===== src/rtl/hazard_ctrl.sv =====
// Pipeline sequencing controller: resolves stall/flush for the 5-stage core from
// cache handshakes, load-use hazards, multi-cycle multiply occupancy and halt commit.
package hazard_ctrl_pkg;
  typedef enum logic [2:0] {
    NO_STALL    = 3'd0,
    IFID_STALL  = 3'd1,
    IDEX_STALL  = 3'd2,
    EXMEM_STALL = 3'd3,
    FULL_STALL  = 3'd4
  } pipe_stall_t;
endpackage

module hazard_ctrl
  import hazard_ctrl_pkg::*;
#(
  parameter int MULT_LAT = 4
) (
  input  logic        CLK,
  input  logic        RST,
  input  logic        ihit,
  input  logic        dhit,
  input  logic        exmem_dREN,
  input  logic        exmem_dWEN,
  input  logic        idex_dREN,
  input  logic [4:0]  idex_rd,
  input  logic [4:0]  ifid_rs,
  input  logic [4:0]  ifid_rt,
  input  logic        ifid_jump,
  input  logic        ex_branch_taken,
  input  logic        idex_mult,
  input  logic        memwb_halt,
  output pipe_stall_t pipe_stall,
  output logic        ifid_FLUSH,
  output logic        idex_FLUSH,
  output logic        halt,
  output logic [31:0] stall_cycles,
  output logic [31:0] flush_count
);

  localparam logic [1:0] RUN    = 2'd0;
  localparam logic [1:0] MULT   = 2'd1;
  localparam logic [1:0] HALTED = 2'd2;

  // The entry cycle is itself the first EXMEM stall, hence LAT-2 left to count.
  localparam logic [3:0] MCNT_INIT = (MULT_LAT > 1) ? 4'(MULT_LAT - 2) : 4'd0;

  logic [1:0] state, nstate;
  logic [3:0] mcnt, nmcnt;
  logic       dwait, lduse;

  assign dwait = (exmem_dREN | exmem_dWEN) & ~dhit;
  assign lduse = idex_dREN & (idex_rd != 5'd0) &
                 ((idex_rd == ifid_rs) | (idex_rd == ifid_rt));

  always_comb begin
    pipe_stall = NO_STALL;
    nstate     = state;
    nmcnt      = mcnt;
    ifid_FLUSH = 1'b0;
    idex_FLUSH = 1'b0;
    if (state == HALTED) begin
      pipe_stall = FULL_STALL;
    end else begin
      if (dwait) begin
        pipe_stall = FULL_STALL;
      end else if (state == MULT && mcnt != 4'd0) begin
        pipe_stall = EXMEM_STALL;
        nmcnt      = mcnt - 4'd1;
      end else if (state == RUN && idex_mult && MULT_LAT > 1) begin
        pipe_stall = EXMEM_STALL;
        nstate     = MULT;
        nmcnt      = MCNT_INIT;
      end else begin
        if (lduse)      pipe_stall = IDEX_STALL;
        else if (!ihit) pipe_stall = IFID_STALL;
        nstate = RUN;
      end

      // Held-instruction stalls suppress flushes; they reassert once the stall clears.
      if (pipe_stall == NO_STALL || pipe_stall == IFID_STALL) begin
        ifid_FLUSH = ex_branch_taken | ifid_jump;
        idex_FLUSH = ex_branch_taken;
      end

      if (memwb_halt && pipe_stall != FULL_STALL) begin
        nstate = HALTED;
        nmcnt  = 4'd0;
      end
    end
  end

  always_ff @(posedge CLK) begin
    if (RST) begin
      state        <= RUN;
      mcnt         <= 4'd0;
      halt         <= 1'b0;
      stall_cycles <= 32'd0;
      flush_count  <= 32'd0;
    end else begin
      state <= nstate;
      mcnt  <= nmcnt;
      halt  <= (nstate == HALTED);
      if (state != HALTED && pipe_stall != NO_STALL) stall_cycles <= stall_cycles + 32'd1;
      if (ifid_FLUSH) flush_count <= flush_count + 32'd1;
    end
  end

endmodule


===== config.mk =====
export PLATFORM = sky130hd
export DESIGN_NAME = hazard_ctrl
export DESIGN_NICKNAME = d
export VERILOG_FILES = /design/src/rtl/hazard_ctrl.sv
export SDC_FILE = /design/constraint.sdc
export NUM_CORES = 1
export LEC_CHECK = 0
export CAP_MARGIN = 10
export CORE_MARGIN = 1
export CORE_UTILIZATION = 49
export DETAILED_ROUTE_END_ITERATION = 12
export PLACE_DENSITY = 0.85
export SKIP_CTS_REPAIR_TIMING = 1
export SYNTH_ARGS = -nofsm -noshare
export SYNTH_HDL_FRONTEND = slang
export SYNTH_SLANG_ARGS = --single-unit

===== constraint.sdc =====
create_clock -name CLK -period 2.7 [get_ports CLK]
set_input_delay 0.54 -clock CLK [delete_from_list [all_inputs] [get_ports CLK]]
set_output_delay 0.54 -clock CLK [all_outputs]
set_load 0.02 [all_outputs]

==> summary.txt, run 1 <==
Outcome
  • Result of the run: finished clean

Yosys
  • Count of warnings emitted by yosys: 0
  • Distinct cell type count after synthesis: 49
  • Primary flip-flop cell chosen by synthesis mapping: dfxtp_1
  • Proportion of synthesized chip area in sequential cells: a little under two fifths
  • Post-synth EDFFs: 0
  • Proportion of register bits with asynchronous set or reset after synthesis: 0%
  • Cell area after synthesis: about 3800 um2
  • Count of mapped cells out of synthesis: 472
  • Number of register bits inferred by synthesis: 71
  • Mean Syn Cell Area: about 8.0 um2
  • Syn_nets: approximately 500

GRT
  • Global-route wire length before repair: approximately 18 mm
  • Leftover overflow at the end of global routing: 0
  • Total GRT Usage: a little over a quarter
  • Antenna violations before repair: 0
  • Maximum number of pins on one net before global-route repair: 41
  • Vias in the first global route: approximately 3900

Worst setup path
  • Crit-path leading delay family: buffers and inverters
  • R2R Setup Slk: about 120 ps
  • Category of the worst setup path capture point: output port
  • Data arrival time at the worst-slack endpoint: 2100 ps
  • Critical path start-end classification: in2out
  • Data required time of the critical path: 2160 ps
  • Nature of the critical path startpoint: input pin
  • Most Frequent Cell on Critical Path: nor2_4
  • CP cell instances: clkdlybuf4s50_1 -> xnor2_1 -> nand3_1 -> o22a_1 -> nor2_4 -> nor2_4 -> and3_1 -> buf_4
  • Worst-path cell with the longest stage delay: clkdlybuf4s50_1
  • Critical path's largest stage delay: 490 ps
  • Buffers & Inverters on Critical Path: 2
  • Top fanout value on the critical path: 2

Cells and area
  • Number of diodes: 0
  • Most frequent standard cell in the layout excluding fill and tap cells: clkdlybuf4s50_1
  • Layout overhead on the synthesized area: 40.7%
  • Layout Cells excl Fill: ~700
  • Layout filler cell count: 571
  • Fraction of layout instances using a drive strength above 1: 12.5%
  • Most frequent cells in the layout: 85 x clkdlybuf4s50_1, 71 x dfxtp_1, 65 x a21oi_1
  • Sequential Area: roughly 1400 um2
  • Area taken by multi-input logic gates: roughly 2200 um2
  • Fin nets: between 600 and 700

STA
  • Highest Clock Rate: 0.379 GHz
  • Setup Viol. Count Final: 0
  • Smallest hold slack: ~480 ps
  • Post-route clock skew: 11.6 ps
  • Relative slew slack: between 50% and 60%
  • Final critical-path setup slack: ~65 ps
  • TNS Setup: 0 ps
  • Final critical path time including I/O delays and setup: 2640 ps
  • Max Transition Viols Final: 0
  • Portion of the clock cycle consumed by the worst path in the final layout: between 90% and 100%
  • Slew @ Worst Pin: 629 ps
  • Final hold violation count: 0

Pwr
  • Power per unit of standard cell area: about 470 nW/um2
  • Leakage power: about 1.8 nW
  • Overall power: around 2.5 mW
  • Max VDD drop: approximately 0.34 mV

Placement
  • Placed wire-length estimate: around 7.5 mm
  • Gp weighted congestion: approximately 0.8
  • Count of input and output buffers: 95
  • Number of placed instances, taps included: 677
  • Post-placement worst setup slack: -491 ps

Detailed routing
  • Routed wl met3: 725 um
  • Violation count after the first detailed-route iteration: between 200 and 250
  • Sum of met2 wire segment lengths after detailed routing: about 5.6 mm
  • Total number of vias: approximately 4300
  • Wire length on met1: 4.55 mm
  • Initial DRT Pass Iterations: 5
  • Post-Route WL: about 11 mm
  • Remaining DRCs: 0
  • Average routed wire per standard cell: 15.9 um
  • Vias per inst: just over 6
  • Highest Signal Layer: met4
  • Post-DRT Antenna Nets: 0

Clocking
  • TritonCTS buffer count: 9
  • Clock tree from TritonCTS: done
  • Clock network latency to the later pin of the worst-skew pair: approximately 350 ps
  • Total number of clock tree sinks: 71
  • Buffers from clock root to sink, at most: 2
  • Count of H-tree levels built during CTS: 3
  • Clk slew on worst S/H paths: roughly 80 ps
  • CTS root buffer: clkbuf_8

Job
  • Count of max-cap constraint violations: 0

Die
  • Initial Util: about half
  • DIE HEIGHT: ~90 um
  • Boundary pin count: 96
  • Die Area: 8090 um2
  • Floorplan core area: approximately 7400 um2
  • Die X-Extent: approximately 90 um
  • Std-Cell Rows: 31

Min path
  • Min-delay worst type: reg2reg
[metrics by stage]
stage / utilization, % / instance area [um2]
final: 72.4 / 5330
after CTS: 71.4 / 5260
after detailed placement: 67.9 / 5010
after global placement: 67.9 / 5010
after floorplan: - / 3790
after global routing: 72.4 / 5330
[sequential cells by signal, indices dropped and copies added (netlist names)]
signal / flops
stall_cycles: 32
mcnt: 4
state: 2
halt: 1
flush_count: 32
[report_power, final]
group,switching [mW],internal [mW]
combinational,0.171,0.157
clock,0.425,0.665
sequential,0.0193,1.06
[tightest hold or removal path, cell delays in order, from the launching register on]
cell	delay, ps
dfxtp_1	320
o31ai_1	60
a21oi_1	50
[final timing paths]
check | startpoint | end | cells after the start
worst max-delay path | ifid_rt[4] | idex_FLUSH | 8
worst min-delay path | stall_cycles[31] | stall_cycles[31] | 2
worst max register to register | mcnt[1] | stall_cycles[28] | 10
worst min register to register | stall_cycles[31] | stall_cycles[31] | 2
[final cells by class]
cell class                      count  area share (%)
Multi-Input combinational cell    363            41.9
Sequential cell                    71            26.7
Timing Repair Buffer              136            23.5
Clock buffer                       11            2.84
Tap cell                           99            2.32
Clock inverter                      5            1.95
Inverter                           12           0.845
[cell families (layout without fill, tap and decap cells)]
| family | count (synthesis) | after routing | synth area share (%) |
|---|---|---|---|
| simple gates | 199 | 199 | 30.0 |
| compound gates | 146 | 147 | 23.3 |
| flops | 71 | 71 | 37.5 |
| buf+inv | 39 | 164 | 4.85 |
| xor+xnor | 12 | 12 | 2.77 |
| fa+ha+maj | 3 | 3 | 0.990 |
| mux | 2 | 2 | 0.528 |
[per-layer routing]
layer,vias up,global-route usage [%]
li1,2055,-
met5,-,0
met3,23,4.31
met2,159,47.9
met1,2052,31.5
met4,0,9.95
[synthesized netlist by cell type, types with 3 or more instances]
library cell / n / area share [%]
dfxtp_1: 71 / 37
a21oi_1: 65 / 8.6
nand2_1: 41 / 4.1
o21ai_0: 34 / 4.5
or4_1: 30 / 5.9
o31ai_1: 27 / 5.3
or3_1: 26 / 4.3
nor2_1: 21 / 2.1
nand4_1: 20 / 3.3
nand3_1: 18 / 2.4
clkbuf_1: 17 / 1.7
inv_1: 11 / 1.1
and3_1: 10 / 1.7
xnor2_1: 10 / 2.3
and4_1: 8 / 1.8
and2_1: 5 / 0.83
buf_6: 4 / 1.2
nor3_1: 4 / 0.53
o211ai_1: 4 / 0.79
buf_2: 3 / 0.40
ha_1: 3 / 0.99
nor2b_1: 3 / 0.50
nor3b_1: 3 / 0.59
No activity file was read; power rests on OpenSTA's default activity.
==> inputs of run 2 (changes only) <==
--- a/config.mk
+++ b/config.mk
@@ -7,9 +7,9 @@
 export LEC_CHECK = 0
 export CAP_MARGIN = 10
 export CORE_MARGIN = 1
-export CORE_UTILIZATION = 49
+export CORE_UTILIZATION = 45
 export DETAILED_ROUTE_END_ITERATION = 12
-export PLACE_DENSITY = 0.85
+export PLACE_DENSITY = 0.82
 export SKIP_CTS_REPAIR_TIMING = 1
 export SYNTH_ARGS = -nofsm -noshare
 export SYNTH_HDL_FRONTEND = slang
==> constraint.sdc (replaced) <==
create_clock -name CLK -period 2.21 [get_ports CLK]
set_input_delay 0.442 -clock CLK [delete_from_list [all_inputs] [get_ports CLK]]
set_output_delay 0.442 -clock CLK [all_outputs]
set_load 0.02 [all_outputs]
==> run 2 against run 1 <==
Net effect:
- the flow now finishes with violations (setup timing)
- routed wire length is 5.5% higher
- setup slack got worse by 170 ps
- worst hold slack worse by 110 ps
- critical path type unchanged
- largest cell class unchanged
- largest power group is now registers
==> summary.txt, run 2 (synthesized netlist as in run 1, its figures left out) <==
Worst setup path
  • Most Frequent Cell on Critical Path: nor2_4 (unchanged)
  • Top fanout value on the critical path: 2 (unchanged)
  • Nature of the critical path startpoint: input pin (unchanged)
  • Critical path start-end classification: in2out (unchanged)
  • Category of the worst setup path capture point: output port (unchanged)
  • Data arrival time at the worst-slack endpoint: 1870 ps (was 2100 ps)
  • Critical path's largest stage delay: 560 ps (was 490 ps)
  • Worst-path cell with the longest stage delay: or4_4 (was clkdlybuf4s50_1)
  • CP cell instances: dlymetal6s2s_1 -> or4_4 -> o21ai_4 -> nor2_4 -> nor2_4 -> and3_4 -> buf_6 (was clkdlybuf4s50_1 -> xnor2_1 -> nand3_1 -> o22a_1 -> nor2_4 -> nor2_4 -> and3_1 -> buf_4)
  • Data required time of the critical path: 1770 ps (was 2160 ps)

GRT
  • Total GRT Usage: 24.3% (was 26.6%)
  • Grt met2 use: 41.8% (was 47.9%)
  • Leftover overflow at the end of global routing: 0 (unchanged)
  • Antenna violations before repair: 0 (unchanged)
  • Global-route wire length before repair: 17.2 mm (was 17.8 mm)
  • Global routing met3 resource utilization: 6.55% (was 4.31%)
  • Most heavily used metal layer in global routing: met2 (unchanged)
  • Vias in the first global route: 3861 (was 3886)
  • Met1 usage: 29.0% (was 31.5%)
  • Maximum number of pins on one net before global-route repair: 67 (was 41)

Clocking
  • Clock network latency to the later pin of the worst-skew pair: 350 ps (about the same)
  • Total number of clock tree sinks: 71 (unchanged)
  • TritonCTS buffer count: 9 (unchanged)
  • Clock tree from TritonCTS: done (unchanged)
  • Clk slew on worst S/H paths: 80 ps (about the same)
  • CTS root buffer: clkbuf_8 (unchanged)
  • Buffers from clock root to sink, at most: 2 (unchanged)
  • Count of H-tree levels built during CTS: 3 (unchanged)

Cells and area
  • Design Area, Final: 5710 um2 (was 5330 um2)
  • Most frequent cells in the layout: 74 x clkdlybuf4s50_1, 69 x dfxtp_1, 60 x a21oi_1 (was 85 x clkdlybuf4s50_1, 71 x dfxtp_1, 65 x a21oi_1)
  • Layout filler cell count: 591 (was 571)
  • Layout overhead on the synthesized area: 50.6% (was 40.7%)
  • Fin nets: 638 (was 622)
  • Fraction of layout instances using a drive strength above 1: 19.5% (was 12.5%)
  • Most frequent standard cell in the layout excluding fill and tap cells: clkdlybuf4s50_1 (unchanged)
  • Area taken by multi-input logic gates: 2420 um2 (was 2230 um2)
  • Sequential Area: 1420 um2 (about the same)
  • Number of diodes: 0 (unchanged)
  • Largest registers: flush_count: 32 flops, stall_cycles: 32 flops, mcnt: 4 flops (unchanged)

STA
  • Max Transition Viols Final: 0 (unchanged)
  • Relative slew slack: 73.7% (was 57.6%)
  • TNS Setup: -543 ps (was 0 ps)
  • Portion of the clock cycle consumed by the worst path in the final layout: 105%
  • Final critical path time including I/O delays and setup: 2310 ps
  • Final hold violation count: 0 (unchanged)
  • Slew @ Worst Pin: 393 ps (was 629 ps)
  • Unrepaired setup endpoints after global routing: true
  • Post-route clock skew: 11.3 ps (was 11.6 ps)
  • Setup Viol. Count Final: 25 (was 0)
  • Highest Clock Rate: ~0.43 GHz
  • Final critical-path setup slack: -105 ps (was 64.8 ps)

Pwr
  • Power per unit of standard cell area: 531 nW/um2 (was 468 nW/um2)
  • Max VDD drop: 0.294 mV (was 0.336 mV)
  • Leakage power: 2.03 nW (was 1.78 nW)

Die
  • Initial Util: 46.4% (was 51.4%)
  • Std-Cell Rows: 33 (was 31)
  • Floorplan core area: 8180 um2 (was 7370 um2)
  • Die Area: 8800 um2 (was 8090 um2)
  • Die X-Extent: 93.8 um (was 90.0 um)
  • DIE HEIGHT: 93.8 um (was 90.0 um)
  • Boundary pin count: 96 (unchanged)

Placement
  • Gp weighted congestion: 0.874 (was 0.803)
  • Cell area after placement: 5150 um2 (was 5010 um2)
  • Count of input and output buffers: 95 (unchanged)
  • Placed wire-length estimate: 7.68 mm (was 7.45 mm)
  • Post-placement worst setup slack: -813 ps (was -491 ps)

Detailed routing
  • Post-Route WL: 11.7 mm (was 11.1 mm)
  • Vias per inst: 6.01 (was 6.15)
  • Remaining DRCs: 0 (unchanged)
  • Average routed wire per standard cell: 16.2 um (was 15.9 um)
  • Initial DRT Pass Iterations: 5 (unchanged)
  • Violation count after the first detailed-route iteration: 153 (was 243)
  • Post-DRT Antenna Nets: 0 (unchanged)
  • Total number of vias: 4319 (was 4289)

Min path
  • Min-delay worst type: in2reg (was reg2reg)

Outcome
  • Result of the run: complete, but fails checks (was finished clean)
  • Violations in the final reports: setup timing

Job
  • Count of max-cap constraint violations: 0 (unchanged)
run 2: final cells by class:
type	count	area share (%)
repair buffers	152	25.5
clock buffers	10	2.23
multi-input cells	363	42.3
well taps	105	2.30
flip-flops and latches	71	24.9
inverters	12	0.789
clock inverters	6	1.91
run 2: layer usage:
| layer | wire length [um] | vias to the layer above |
|---|---|---|
| met5 | 0 | - |
| met4 | 292 | 0 |
| met3 | 671 | 30 |
| met2 | 5730 | 158 |
| met1 | 4980 | 2052 |
| li1 | - | 2079 |
run 2: critical path: cells and delay by family:
kind	cells	cell delay, ps
AOI/OAI and AO/OA	1	220
buffers and inverters	2	260
and+or+nand+nor	4	960
run 2: where the power goes:
group	internal (mW)	total, mW	switching, mW	leakage, nW
sequential	1.30	1.32	0.0212	0.574
clock	0.748	1.24	0.492	0.120
combinational	0.234	0.476	0.241	1.33
run 2: through the flow:
| step | utilization, % | power, mW | instances | hold slack, ps |
|---|---|---|---|---|
| floorplan | - | 1.54 | 472 | 457 |
| global placement | 62.9 | 1.72 | 698 | 465 |
| detailed placement | 62.9 | 1.73 | 698 | 480 |
| CTS | 65.8 | 2.97 | 714 | 379 |
| global route | 69.9 | 3.15 | 719 | 378 |
| finish | 69.9 | 3.03 | 719 | 375 |
run 2: final timing paths:
| kind | start | endpoint | slack, ps | depth (start not counted) |
|---|---|---|---|---|
| worst max register to register | mcnt[0] | stall_cycles[26] | -30 | 9 |
| worst max-delay path | idex_rd[2] | idex_FLUSH | -100 | 7 |
| worst min register to register | flush_count[31] | flush_count[31] | 490 | 2 |
| worst min-delay path | RST | stall_cycles[24] | 380 | 2 |
==> inputs of run 3 (changes only) <==
--- a/config.mk
+++ b/config.mk
@@ -5,7 +5,6 @@
 export SDC_FILE = /design/constraint.sdc
 export NUM_CORES = 1
 export LEC_CHECK = 0
-export CAP_MARGIN = 10
 export CORE_MARGIN = 1
 export CORE_UTILIZATION = 45
 export DETAILED_ROUTE_END_ITERATION = 12
==> results of run 3 <==
Final layout, timing and power as in run 2 (identical DEF).
